`config.mk`:
```
export PLATFORM = sky130hd
export DESIGN_NAME = multicycle_ctrl
export DESIGN_NICKNAME = d
export VERILOG_FILES = /design/src/rtl/multicycle_ctrl.sv
export SDC_FILE = /design/constraint.sdc
export NUM_CORES = 1
export LEC_CHECK = 0
export BUFFER_PORTS_ARGS = -buffer_cell sky130_fd_sc_hd__buf_2
export CAP_MARGIN = 10
export CORE_MARGIN = 3
export CORE_UTILIZATION = 57
export DETAILED_ROUTE_END_ITERATION = 7
export GPL_TIMING_DRIVEN = 0
export PLACE_DENSITY = 0.85
export SLEW_MARGIN = 40
export SYNTH_ARGS = -nofsm -noshare
export SYNTH_HDL_FRONTEND = slang
export SYNTH_SLANG_ARGS = --single-unit
```
`constraint.sdc`:
```
create_clock -name clk -period 3.3 [get_ports clk]
set_clock_uncertainty 0.15 [all_clocks]
set_input_delay 0.33 -clock clk [delete_from_list [all_inputs] [get_ports clk]]
set_output_delay 0.33 -clock clk [all_outputs]
set_load 0.05 [all_outputs]
```
`src/rtl/multicycle_ctrl.sv`:
```
// multicycle_ctrl: multi-cycle MIPS-Extended control FSM with shared memory port, Z/N/V status and counters
module multicycle_ctrl #(
  parameter int          COUNT_W     = 32,
  parameter logic [5:0]  FUNCT_BALRZ = 6'h16
) (
  input  logic               clk,
  input  logic               rst_n,
  input  logic [5:0]         opcode,
  input  logic [5:0]         funct,
  input  logic               alu_zero,
  input  logic               alu_neg,
  input  logic               alu_ovf,
  input  logic               mem_ready,
  output logic               pcwrite,
  output logic               pcwritecond,
  output logic               iord,
  output logic               memread,
  output logic               memwrite,
  output logic               irwrite,
  output logic               regwrite,
  output logic               regdst,
  output logic [1:0]         memtoreg,
  output logic               alusrca,
  output logic [1:0]         alusrcb,
  output logic [1:0]         aluop,
  output logic [1:0]         pcsource,
  output logic               status_z,
  output logic               status_n,
  output logic               status_v,
  output logic               illegal,
  output logic [3:0]         state,
  output logic [COUNT_W-1:0] cycle_count,
  output logic [COUNT_W-1:0] instr_count
);
  typedef enum logic [3:0] {
    FETCH = 4'd0, DECODE = 4'd1, MEM_ADDR = 4'd2, MEM_READ = 4'd3, MEM_WB = 4'd4, MEM_WRITE = 4'd5,
    EXEC_R = 4'd6, R_WB = 4'd7, BRANCH = 4'd8, BALRZ = 4'd9, TRAP = 4'd10, RESET = 4'd11
  } state_t;

  typedef struct packed {
    logic       iord;
    logic       memread;
    logic       memwrite;
    logic       regwrite;
    logic       regdst;
    logic [1:0] memtoreg;
    logic       alusrca;
    logic [1:0] alusrcb;
    logic [1:0] aluop;
    logic       pcwritecond;
    logic [1:0] pcsource;
  } ctrl_t;

  state_t               state_q, state_d;
  ctrl_t                ctrl_q, ctrl_d;
  logic [2:0]           flags_q, flags_d;
  logic                 illegal_q, illegal_d;
  logic [COUNT_W-1:0]   cycle_q, cycle_d, instr_q, instr_d;
  logic                 retire;

  function automatic ctrl_t decode(input state_t s);
    ctrl_t c;
    c = '0;
    case (s)
      FETCH:     begin c.memread = 1'b1; c.alusrcb = 2'd1; end
      DECODE:    c.alusrcb = 2'd3;
      MEM_ADDR:  begin c.alusrca = 1'b1; c.alusrcb = 2'd2; end
      MEM_READ:  begin c.memread = 1'b1; c.iord = 1'b1; end
      MEM_WB:    begin c.regwrite = 1'b1; c.memtoreg = 2'd1; end
      MEM_WRITE: begin c.memwrite = 1'b1; c.iord = 1'b1; end
      EXEC_R:    begin c.alusrca = 1'b1; c.aluop = 2'b10; end
      R_WB:      begin c.regwrite = 1'b1; c.regdst = 1'b1; end
      BRANCH:    begin c.alusrca = 1'b1; c.aluop = 2'b01; c.pcwritecond = 1'b1; c.pcsource = 2'd1; end
      BALRZ:     begin c.regwrite = 1'b1; c.regdst = 1'b1; c.memtoreg = 2'd2; c.pcsource = 2'd2; end
      default:   c = '0;
    endcase
    return c;
  endfunction

  // Next state, status capture on EXEC_R exit, counters, and controls pre-decoded from the next state
  always_comb begin
    state_d = state_q;
    case (state_q)
      RESET:     state_d = FETCH;
      FETCH:     state_d = mem_ready ? DECODE : FETCH;
      DECODE:    case (opcode)
                   6'h23, 6'h2b: state_d = MEM_ADDR;
                   6'h04:        state_d = BRANCH;
                   6'h00:        state_d = (funct == FUNCT_BALRZ) ? BALRZ : EXEC_R;
                   default:      state_d = TRAP;
                 endcase
      MEM_ADDR:  state_d = (opcode == 6'h23) ? MEM_READ : MEM_WRITE;
      MEM_READ:  state_d = mem_ready ? MEM_WB : MEM_READ;
      MEM_WRITE: state_d = mem_ready ? FETCH : MEM_WRITE;
      EXEC_R:    state_d = R_WB;
      TRAP:      state_d = TRAP;
      default:   state_d = FETCH;
    endcase
    retire    = (state_d == FETCH) && (state_q inside {MEM_WB, MEM_WRITE, R_WB, BRANCH, BALRZ});
    flags_d   = (state_q == EXEC_R) ? {alu_zero, alu_neg, alu_ovf} : flags_q;
    cycle_d   = (state_q != RESET && state_q != TRAP) ? cycle_q + COUNT_W'(1) : cycle_q;
    instr_d   = retire ? instr_q + COUNT_W'(1) : instr_q;
    illegal_d = illegal_q || (state_d == TRAP);
    ctrl_d    = decode(state_d);
  end

  // State register with registered Moore controls; reset kills every strobe immediately
  always_ff @(posedge clk or negedge rst_n) begin
    if (!rst_n) begin
      state_q   <= RESET;
      ctrl_q    <= '0;
      flags_q   <= '0;
      illegal_q <= 1'b0;
      cycle_q   <= '0;
      instr_q   <= '0;
    end else begin
      state_q   <= state_d;
      ctrl_q    <= ctrl_d;
      flags_q   <= flags_d;
      illegal_q <= illegal_d;
      cycle_q   <= cycle_d;
      instr_q   <= instr_d;
    end
  end

  assign irwrite     = (state_q == FETCH) && mem_ready;
  assign pcwrite     = irwrite || ((state_q == BALRZ) && flags_q[2]);
  assign pcwritecond = ctrl_q.pcwritecond;
  assign iord        = ctrl_q.iord;
  assign memread     = ctrl_q.memread;
  assign memwrite    = ctrl_q.memwrite;
  assign regwrite    = ctrl_q.regwrite;
  assign regdst      = ctrl_q.regdst;
  assign memtoreg    = ctrl_q.memtoreg;
  assign alusrca     = ctrl_q.alusrca;
  assign alusrcb     = ctrl_q.alusrcb;
  assign aluop       = ctrl_q.aluop;
  assign pcsource    = ctrl_q.pcsource;
  assign {status_z, status_n, status_v} = flags_q;
  assign illegal     = illegal_q;
  assign state       = state_q;
  assign cycle_count = cycle_q;
  assign instr_count = instr_q;
endmodule

```
==> results.sh <==
export IMPL_status="complete, no violations"
export IMPL_rr_endpoint="instr_count[24]"
export IMPL_design_area_sq_mm=0.00498
export IMPL_grt_overflow_total=0
export IMPL_post_cts_setup_buffers=0
export IMPL_pwr_share_comb=0.467
export IMPL_die_area_sq_mm=0.00820
export IMPL_final_cell_count_no_fill=575
export IMPL_yosys_top_cells_area="dfrtp_1 (50%), xor2_1 (7.3%), xnor2_1 (6.4%)"
export IMPL_critPathLaunchType="register"
export IMPL_gp_congestion=0.906
export IMPL_worstRegToRegCells=6
export IMPL_route_detailed_drc=0
export IMPL_regArea_sq_mm=0.00213
export IMPL_grt_busiest_layer="met2"
export IMPL_grt_max_degree=54
export IMPL_area_growth_syn_to_layout_pct=22.2
export IMPL_htreeDepth=3
export IMPL_slew_limit_headroom=0.615
export IMPL_grt_total_usage=0.219
export IMPL_rows=30
export IMPL_fin_nets=494
export IMPL_dp_cells=558
export IMPL_synth_cells=355
export IMPL_dp_slack_ns=1.11
export IMPL_cp_slowest_stage_delay_ns=0.57
export IMPL_postRouteAntennaNets=0
export IMPL_cp_max_fo=10
export IMPL_grt_pass1_vias=3092
export IMPL_holdPathStages=2
export IMPL_synth_distinct_cells=57
export IMPL_use_met2=0.368
export IMPL_synth_top_cell_area_share=0.503
export IMPL_clock_sinks=85
export IMPL_antenna_found_initial=0
export IMPL_yosysSeqAreaShare=0.523
export IMPL_vias=3140
export IMPL_peakVddDrop_mv=0.606
export IMPL_grtUsageMet3=0.0508
export IMPL_clkPwrFrac=0.187
export IMPL_endpoint_kind="register"
export IMPL_synth_edf_count=0
export IMPL_min_from="alu_ovf"
export IMPL_ys_flop_type="dfrtp_1"
export IMPL_fin_ws_ns=1.06
export IMPL_intPower_mw=2.27
export IMPL_p_total_mw=4.29
export IMPL_cts_resized=0
export IMPL_setup_viol=0
export IMPL_worstPathArrival_ns=2.37
export IMPL_die_h_um=90.6
export IMPL_synth_top_cell_by_area="dfrtp_1"
export IMPL_drt_iter0_drc=112
export IMPL_cts_tree="built"
export IMPL_diodes=0
export IMPL_drv_slew=0
export IMPL_numCtsBuffers=9
export IMPL_cts_hold_buffers=1
export IMPL_cts_buffer_depth=2
export IMPL_period_share=0.680
export IMPL_power_per_cell_area_mw_per_mm2=861
export IMPL_root_buffer="clkbuf_8"
export IMPL_fin_crit_ns=2.24
export IMPL_crit_type="reg -> reg"
export IMPL_syn_avg_cell_area_sq_um=11.5
export IMPL_fin_util=0.725
export IMPL_nFillCells=503
export IMPL_async_flop_share=1.00
export IMPL_hold_violations=0
export IMPL_dpl_hpwl_um=6440
export IMPL_clk_latency_ns=0.36
export IMPL_synth_seq_cells=85
export IMPL_first_pass_iters=4
export IMPL_ys_warn_count=0
export IMPL_fmax_ghz=0.446
export IMPL_setup_tns_ns=0
export IMPL_dpl_cell_area_sq_mm=0.00475
export IMPL_rsz0062_at_grt="no"
export IMPL_p_leak_nw=2.32
export IMPL_min_path_type="in -> reg"
export IMPL_switching_share=0.470
export IMPL_initial_utilization=0.593
export IMPL_maxCapViolations=0
export IMPL_layout_drive_gt1_share=0.351
export IMPL_die_w_um=90.6
export IMPL_use_met1=0.280
export IMPL_worstMarginPinSlew_ns=0.578
export IMPL_vias_per_cell=5.46
export IMPL_r2r_setup_slack_ns=1.06
export IMPL_wl_um=8770
export IMPL_p_sw_mw=2.01
export IMPL_core_area_sq_mm=0.00687
export IMPL_power_share_sequential=0.346
export IMPL_crit_path_cell_trace="buf_4 -> xnor2_1 -> o2bb2ai_1 -> nand3_1 -> nor4_1 -> xor2_1"
export IMPL_slowest_stage="dfstp_2"
export IMPL_syn_nets=375
export IMPL_whs_ns=0.0513
export IMPL_reg2reg_from="state[3]"
export IMPL_wl_per_cell_um=15.3
export IMPL_holdPathEnd="flags_q[0]"
export IMPL_syn_area_sq_mm=0.00408
export IMPL_multi_input_area_sq_mm=0.00181
export IMPL_critical_path_required_ns=3.43
export IMPL_grt_pass1_wl_um=14600
export IMPL_path_clk_slew_ns=0.08
export IMPL_portBuffers=106
export IMPL_io_pins=107
-- area by class of cell --
cell class	count	area share
inverters	8	0.00653
multi-input cells	250	0.364
clock inverters	4	0.0146
well taps	96	0.0241
repair buffers	108	0.114
flip-flops and latches	85	0.428
plain buffers	12	0.0198
clock buffers	12	0.0291
-- worst max-delay path by stage --
| stage | start | endpoint | slack (ns) |
|---|---|---|---|
| 3_5_place_dp | state[3] | instr_count[24] | 1.11 |
| 4_1_cts | state[0] | instr_count[30] | 1.06 |
| 5_1_grt | state[3] | instr_count[26] | 0.94 |
| 2_1_floorplan | state[2] | irwrite | 0.47 |
| 3_3_place_gp | rst_n | instr_count[31] | 1.11 |
| 6_report | state[3] | instr_count[24] | 1.06 |
-- worst max-delay path: cells and delay by family (launching register included) --
family                 cells  cell delay, ns
AO/OA/AOI/OAI              1            0.33
buffers and inverters      1            0.19
flip-flops                 1            0.57
XOR/XNOR                   2            0.27
AND/OR/NAND/NOR            2            0.65
-- flip-flops by register name, indices dropped and copies added (netlist names) --
register and flops:
cycle_count 32, iord 1, aluop 1, instr_count 32
alusrca 1, illegal 1, alusrcb 2, memread 1
regdst 1, memtoreg 2, pcsource 2, flags_q 3
state 4, regwrite 1, memwrite 1
-- synth_stat cells (2+ instances only) --
master,number
xor2_1,34
and4_1,7
or2_2,2
nor4_2,6
dfrtp_1,82
buf_4,6
nor4b_2,3
nand3_1,20
o22ai_1,2
nor3_1,14
nor3b_1,3
inv_1,7
nand2b_1,4
and2_1,3
xnor2_1,30
nor2b_1,2
nor3_2,3
buf_6,4
a21oi_1,2
ha_1,2
nand2_1,34
nor2_2,3
nand4_4,2
and3_1,6
nor2_1,17
nor4_1,6
nor4bb_1,2
mux2_2,5
nand4_1,14
dfstp_2,3
-- cell usage in the layout, fill, tap and decap left out, types with 10 or more instances in the layout --
cell      Yosys  routed
buf_2         1     106
clkbuf_8      0      10
dfrtp_1      82      82
nand2_1      34      34
nand3_1      20      20
nand4_1      14      14
nor2_1       17      17
nor3_1       14      14
xnor2_1      30      30
xor2_1       34      34
-- layer usage --
metal / vias up / routed length (um)
li1: 1483 / -
met1: 1539 / 3770
met2: 104 / 4330
met3: 14 / 547
met4: 0 / 123
met5: - / 0
-- cell families (layout without fill, tap and decap cells) --
group	count (synthesis)	in the layout	synth area share
adder cells (fa/ha/maj)	2	2	0.00614
AO/OA/AOI/OAI	19	19	0.0399
XOR/XNOR	64	64	0.138
flip-flops	85	85	0.523
multiplexers	5	5	0.0138
buffers and inverters	20	144	0.0322
AND/OR/NAND/NOR	160	160	0.248
-- power by group through the flow --
stage / clock, mW / sequential [mW] / combinational (mW)
2_1_floorplan: 0 / 2.19 / 0.820
4_1_cts: 0.818 / 1.48 / 2.01
3_3_place_gp: 0 / 1.48 / 1.95
6_report: 0.804 / 1.48 / 2.00
3_5_place_dp: 0 / 1.50 / 1.99
5_1_grt: 0.849 / 1.51 / 2.11
No activity file was read; power rests on OpenSTA's default activity.
